## config.mk

```make
export PLATFORM = sky130hd
export DESIGN_NAME = sample_accum_avg
export DESIGN_NICKNAME = d
export VERILOG_FILES = /design/src/rtl/accum_avg_pkg.sv /design/src/rtl/sample_accum_avg.sv
export SDC_FILE = /design/constraint.sdc
export NUM_CORES = 1
export LEC_CHECK = 0
export BUFFER_PORTS_ARGS = -buffer_cell sky130_fd_sc_hd__buf_4
export CAP_MARGIN = 10
export CORE_MARGIN = 3
export CORE_UTILIZATION = 50
export CTS_BUF_LIST = sky130_fd_sc_hd__clkbuf_8
export DETAILED_ROUTE_END_ITERATION = 8
export PLACE_DENSITY = 0.74
export SYNTH_ARGS = -nofsm -noshare
export SYNTH_HDL_FRONTEND = slang
export SYNTH_SLANG_ARGS = --single-unit
```

## constraint.sdc

```tcl
create_clock -name clk -period 2.6 [get_ports clk]
set_input_delay 0.52 -clock clk [delete_from_list [all_inputs] [get_ports clk]]
set_output_delay 0.52 -clock clk [all_outputs]
set_load 0.02 [all_outputs]
```

## src/rtl/accum_avg_pkg.sv

```systemverilog
// Shared definitions for the accum_avg slice: default widths and the
// averaging state encoding.
package accum_avg_pkg;

    localparam int unsigned DEFAULT_DATA_W = 12;
    localparam int unsigned DEFAULT_LOG2_N = 4;

    typedef enum logic {
        IDLE,
        ACCUM
    } state_t;

endpackage

```

## src/rtl/sample_accum_avg.sv

```systemverilog
// Windowed sample averager: sums N = 2^LOG2_N ticked samples and emits the
// round-half-up mean of each completed window as a one-cycle pulse.
module sample_accum_avg
    import accum_avg_pkg::*;
#(
    parameter int unsigned DATA_W = DEFAULT_DATA_W,
    parameter int unsigned LOG2_N = DEFAULT_LOG2_N
) (
    input  logic              clk,
    input  logic              rst,
    input  logic              en,
    input  logic              tick,
    input  logic [DATA_W-1:0] sample,
    output logic [DATA_W-1:0] avg,
    output logic              avg_valid,
    output logic [LOG2_N:0]   fill
);

    localparam int unsigned SUM_W  = DATA_W + LOG2_N;
    localparam int unsigned RND_W  = SUM_W + 1;
    localparam int unsigned FILL_W = LOG2_N + 1;
    localparam logic [FILL_W-1:0] LAST = FILL_W'((1 << LOG2_N) - 1);
    localparam logic [RND_W-1:0]  HALF = RND_W'(1) << (LOG2_N - 1);

    state_t           state, state_next;
    logic             accept, last;
    logic [SUM_W-1:0] acc, sum_next;

    always_ff @(posedge clk) begin
        if (rst) state <= IDLE;
        else     state <= state_next;
    end

    always_comb begin
        state_next = IDLE;
        accept     = 1'b0;
        last       = 1'b0;
        sum_next   = acc + SUM_W'(sample);
        if (en) state_next = ACCUM;
        // A tick is taken only when already accumulating and still enabled.
        if (state == ACCUM && en && tick) accept = 1'b1;
        if (fill == LAST) last = 1'b1;
    end

    always_ff @(posedge clk) begin
        if (rst) begin
            acc       <= '0;
            fill      <= '0;
            avg       <= '0;
            avg_valid <= 1'b0;
        end else begin
            avg_valid <= accept && last;
            if (accept && last) begin
                // Completing tick restarts the window on the same edge.
                avg  <= DATA_W'((RND_W'(sum_next) + HALF) >> LOG2_N);
                acc  <= '0;
                fill <= '0;
            end else if (accept) begin
                acc  <= sum_next;
                fill <= fill + 1'b1;
            end else if (state != ACCUM || !en) begin
                acc  <= '0;
                fill <= '0;
            end
        end
    end

endmodule

```

; Yosys cells after proc, flatten, opt, wreduce, memory -nomap -nowiden
; Index checks and enable logic that the tools add are counted.
[totals]
latchBits = 0
input_bits = 16
output_inout_bits = 18
romBits = 0
memories = 0
ff_bits = 35
ram_bits = 0
[classes]
div_mod_pow = 0
shifts = 0
mul = 0
n_eq_ne = 1
magnitude_cmp = 0
mux = 7
bitwise = 1
addsub = 3
reduce_logical = 7
[ops]
columns = op, count
row1 = 2-to-1 mux 16 bit, 2
row2 = adder 16 x 12 -> 16 bit, 1
row3 = "adder 16 x 4 -> 16 bit, second input constant", 1
row4 = 2-to-1 mux 5 bit, 2
row5 = "adder 5 x 1 -> 5 bit, second input constant", 1
row6 = "equality test 5 x 4 -> 1 bit, second input constant", 1
row7 = logical AND 1 bit, 3
row8 = 2-to-1 mux 1 bit, 3
row9 = nonzero test 2 bit, 1
row10 = OR reduction 2 bit, 1
row11 = zero test 1 bit, 1
row12 = logical OR 1 bit, 1
row13 = NOT 1 bit, 1

; Longest topological paths before layout
[logic_depth]
word_depth = 5
depth_mapped = 12
ltp_nobuf = 12

; Worst setup path after synthesis
; Ideal clock, no wire load.
[synth_path]
kind = input to register
start = input port sample[0]
end = register avg[9]
path_slack_ps = -187
path_buffers = 0
cell_stages = 11
arrival_ps = 2665
setup_time_ps = 122
path_cell_list = ha_1 inv_1 fa_1 and2b_4 o2111ai_2 a21oi_4 o21a_4 xnor2_4 nor4_4 nor3_1 a221o_1
[synth_via]
elab_chain_len = 2
[synth_lines]
columns = element, line
row1 = start: declaration, sample_accum_avg.sv:13  ; input logic [DATA_W-1:0] sample,
row2 = adder 16 x 12 -> 16 bit, sample_accum_avg.sv:38  ; sum_next = acc + SUM_W'(sample);
row3 = adder 16 x 4 -> 16 bit, sample_accum_avg.sv:55  ; avg <= DATA_W'((RND_W'(sum_next) + HALF) >> LOG2_N);
row4 = end signal: assignment, sample_accum_avg.sv:55
row5 = end: declaration, sample_accum_avg.sv:14  ; output logic [DATA_W-1:0] avg,
; Every way passes these cells.
; A chain may end at the register's enable or synchronous reset.

; Worst setup path after layout
[layout_path]
start = register acc[0]
end = register avg[9]
[layout_via]
elab_chain_len = 2
[layout_lines]
columns = element, line
row1 = start: declaration, sample_accum_avg.sv:27  ; logic [SUM_W-1:0] acc, sum_next;
row2 = start signal: assignment, sample_accum_avg.sv:59  ; acc <= sum_next;
row3 = adder 16 x 12 -> 16 bit, sample_accum_avg.sv:38
row4 = adder 16 x 4 -> 16 bit, sample_accum_avg.sv:55
; Every way passes these cells.

==> metrics.md <==
| Metric | Value |
|---|---|
| Pwr Density | 373 nW/um^2 |
| Post-Syn Nets | 297 |
| Mean post-synth cell area | 8.80 um^2 |
| Clock Latency Late Sink | 0.29 ns |
| Input/output buffers | 33 |
| Antenna viol nets, final | 0 |
| Top_reg_cell synth | dfxtp_1 |
| CTS tree | built |
| Hold_ws | 0.429 ns |
| Max-cap viol count | 0 |
| Yosys top cell area share | 0.300 |
| Total grt overflow | 0 |
| Clock buffer depth | 2 |
| Startpoint Class | flop |
| Synth Instances | 265 |
| Gpl congestion | 0.876 |
| FFs w/ async S/R, synth | 0 |
| Final period util | 0.989 |
| Cells after DPL | 379 |
| Area occupied by multi-input gates | 1600 um^2 |
| DR iter-0 viols | 81 |
| DP HPWL | 4190 um |
| Comb pwr share | 0.176 |
| Commonest cells in the netlist | 35 x dfxtp_1, 31 x nor2_1, 19 x nand2_1 |
| Synthesized flop and latch total | 35 |
| Largest net degree at the start of global routing | 26 |
| Seq/Total Area, Yosys | 0.300 |
| CTS Buf Count | 5 |
| ANT cells | 0 |
| Clk root buf | clkbuf_8 |
| GRT Total Usage | 0.206 |
| Hold Path Class | input pin to flop |
| Sw power | 0.292 mW |
| Vias in the first global route | 1987 |
| Area contributors post-synth | dfxtp_1 30%, ha_1 8.0%, xnor2_1 6.4%, nor2_1 5.0%, mux2i_1 4.3% |
| Area Overhead vs Synth | 31.1% |
| Vias/cell | 5.43 |
| Register Area | 702 um^2 |
| Switching part of the total | 0.256 |
| Final setup vio count | 0 |
| Fin cells | 387 |
| # DRC | 0 |
| Worst slew margin | 0.762 |
| Wirelength, routed | 5150 um |
| Final nets | 367 |
| Final-report max-slew violation count | 0 |
| Die Height | 74.3 um |
| Top-count cell post-synth | dfxtp_1 |
| Starting Density | 0.528 |
| Detail Route met3 WL | 291 um |
| Slew @ Worst Pin | 0.347 ns |
| FP Rows | 24 |
| Die span in x | 74.3 um |
| Period minus WS final | 2.57 ns |
| Initial antenna violation count | 1 |
| Pre-CTS setup slack | -0.297 ns |
| Power Internal | 0.849 mW |
| Routed len/inst | 13.3 um |
| Top cell type by total area after synthesis | dfxtp_1 |
| Final worst slack | 0.0281 ns |
| CP Data Arrival Time | 2.74 ns |
| Distinct cells, synth | 60 |
| I/O pin cnt | 34 |
| Uppermost routed layer | met5 |
| Critical path required time | 2.77 ns |
| Clock transition at the registers of the reported paths | 0.07 ns |
| Setup Skew | 0.00916 ns |
| Clk sinks | 35 |
| Worst vdd ir | 0.192 mV |
| # fillers | 376 |
| Vias after detailed routing | 2103 |
| Post-synth EDFFs | 0 |
| Die area | 5520 um^2 |
| Total negative slack | 0 ns |
| First-pass GRT wire length | 8800 um |
| DR WL met2 | 2270 um |
| Synth Warn # | 0 |
| Outcome | completed |
| Unrepaired setup endpoints after global routing | yes |
| H-tree Lvls | 2 |
| Layout cells sized above 1 | 0.337 |
| Core footprint | 4410 um^2 |
| Max Fanout on Critical Path | 4 |
| Kind of critical path | flop to flop |
| Mapped Area | 2330 um^2 |
| Sequential power share | 0.476 |
| Leakage | 1.35 nW |
| Fmax | 389 MHz |
| M1 WL | 2480 um |
| Final hold violation count | 0 |
| Total iterations of the first detailed-routing run | 4 |
| Power share of the clock group | 0.348 |
| Setup crit end kind | flop |
[power groups by stage]
| stage | Combinational (mW) | Sequential, mW | Clock, mW |
|---|---|---|---|
| after global routing | 0.222 | 0.543 | 0.429 |
| after detailed placement | 0.194 | 0.555 | 0 |
| after floorplan | 0.113 | 0.554 | 0 |
| after CTS | 0.197 | 0.542 | 0.405 |
| after global placement | 0.192 | 0.554 | 0 |
| final | 0.201 | 0.542 | 0.397 |
[metal layers]
metal  up-vias  GRT usage
met5         -          0
met4         2     0.0692
met3        11     0.0554
met2        51      0.324
met1       944      0.274
li1       1095          -
[path summary, 6_finish.rpt]
kind | cells past startpoint | endpoint | slack (ns) | from
worst max-delay path | 11 | avg[9] | 0.03 | acc[0]
worst min-delay path | 2 | avg[0] | 0.43 | rst
worst max register to register | 11 | avg[9] | 0.03 | acc[0]
worst min register to register | 2 | avg[2] | 0.45 | avg[2]
[worst max-delay path: stages, from the launching register on]
cell and delay (ns):
dfxtp_2 0.35, ha_4 0.13, inv_2 0.04, fa_2 0.35, and2b_4 0.27, o2111ai_2 0.17, a21oi_4 0.21, o21a_4 0.19
xnor2_4 0.09, nor4_4 0.31, nor3_1 0.07, a221o_1 0.26
[logic make-up (layout without fill, tap and decap cells)]
group / after synthesis / after routing / share of synthesized area
buffers and inverters: 22 / 92 / 0.0365
multiplexers: 10 / 10 / 0.0429
adder cells (fa/ha/maj): 16 / 16 / 0.0891
AND/OR/NAND/NOR: 95 / 95 / 0.222
XOR/XNOR: 26 / 26 / 0.109
flip-flops: 35 / 35 / 0.300
AO/OA/AOI/OAI: 61 / 61 / 0.200
[layout by cell type (no fill, tap or decap), types with 2 or more instances in the layout]
cell type  synthesis  routed
and4_1             2       2
a211oi_1           9       9
nand2_1           19      19
xnor2_2            1       2
a211o_1            2       2
nor2b_1            3       3
nand3_1           10       9
o2111a_1           2       2
o21a_1             2       2
a21o_1             4       4
nor3_2             1       2
a21oi_1           13      13
nand4_1            3       3
nor2_1            31      31
dfxtp_1           35      34
o211ai_1           2       2
buf_4              0      75
ha_1              15      13
nor3_1             8       7
clkbuf_8           0       6
mux2i_1           10      10
o21ai_0            7       7
o2111ai_2          1       2
o21ai_1            2       2
xor2_1             7       7
or3_1              3       3
nor4_4             2       2
inv_1             10       9
xnor2_1           17      16
and3_4             2       2
[state kept, by name, summed over array words and instances (netlist names)]
| signal | count |
|---|---|
| acc | 16 |
| avg | 12 |
| fill | 5 |
| avg_valid | 1 |
| state | 1 |
[final cells by class]
cell class	instances	area share
Sequential cell	35	0.230
Timing Repair Buffer	75	0.184
Clock inverter	1	0.00164
Clock buffer	6	0.0270
Tap cell	52	0.0213
Multi-Input combinational cell	208	0.524
Inverter	10	0.0123
[what timing repair did]
action	CTS	global route
buffers inserted	1	0
hold buffers	0	0
pin swaps	5	3
setup endpoints to repair	4	9
resized for setup	1	4
[through the flow]
stage	instance area, um^2	utilization	total power, mW
CTS	3030	0.686	1.15
global route	3060	0.692	1.19
floorplan	2360	-	0.668
global placement	2930	0.664	0.747
detailed placement	2930	0.664	0.749
finish	3060	0.692	1.14
Note: power is estimated with default switching activity, not from simulation.
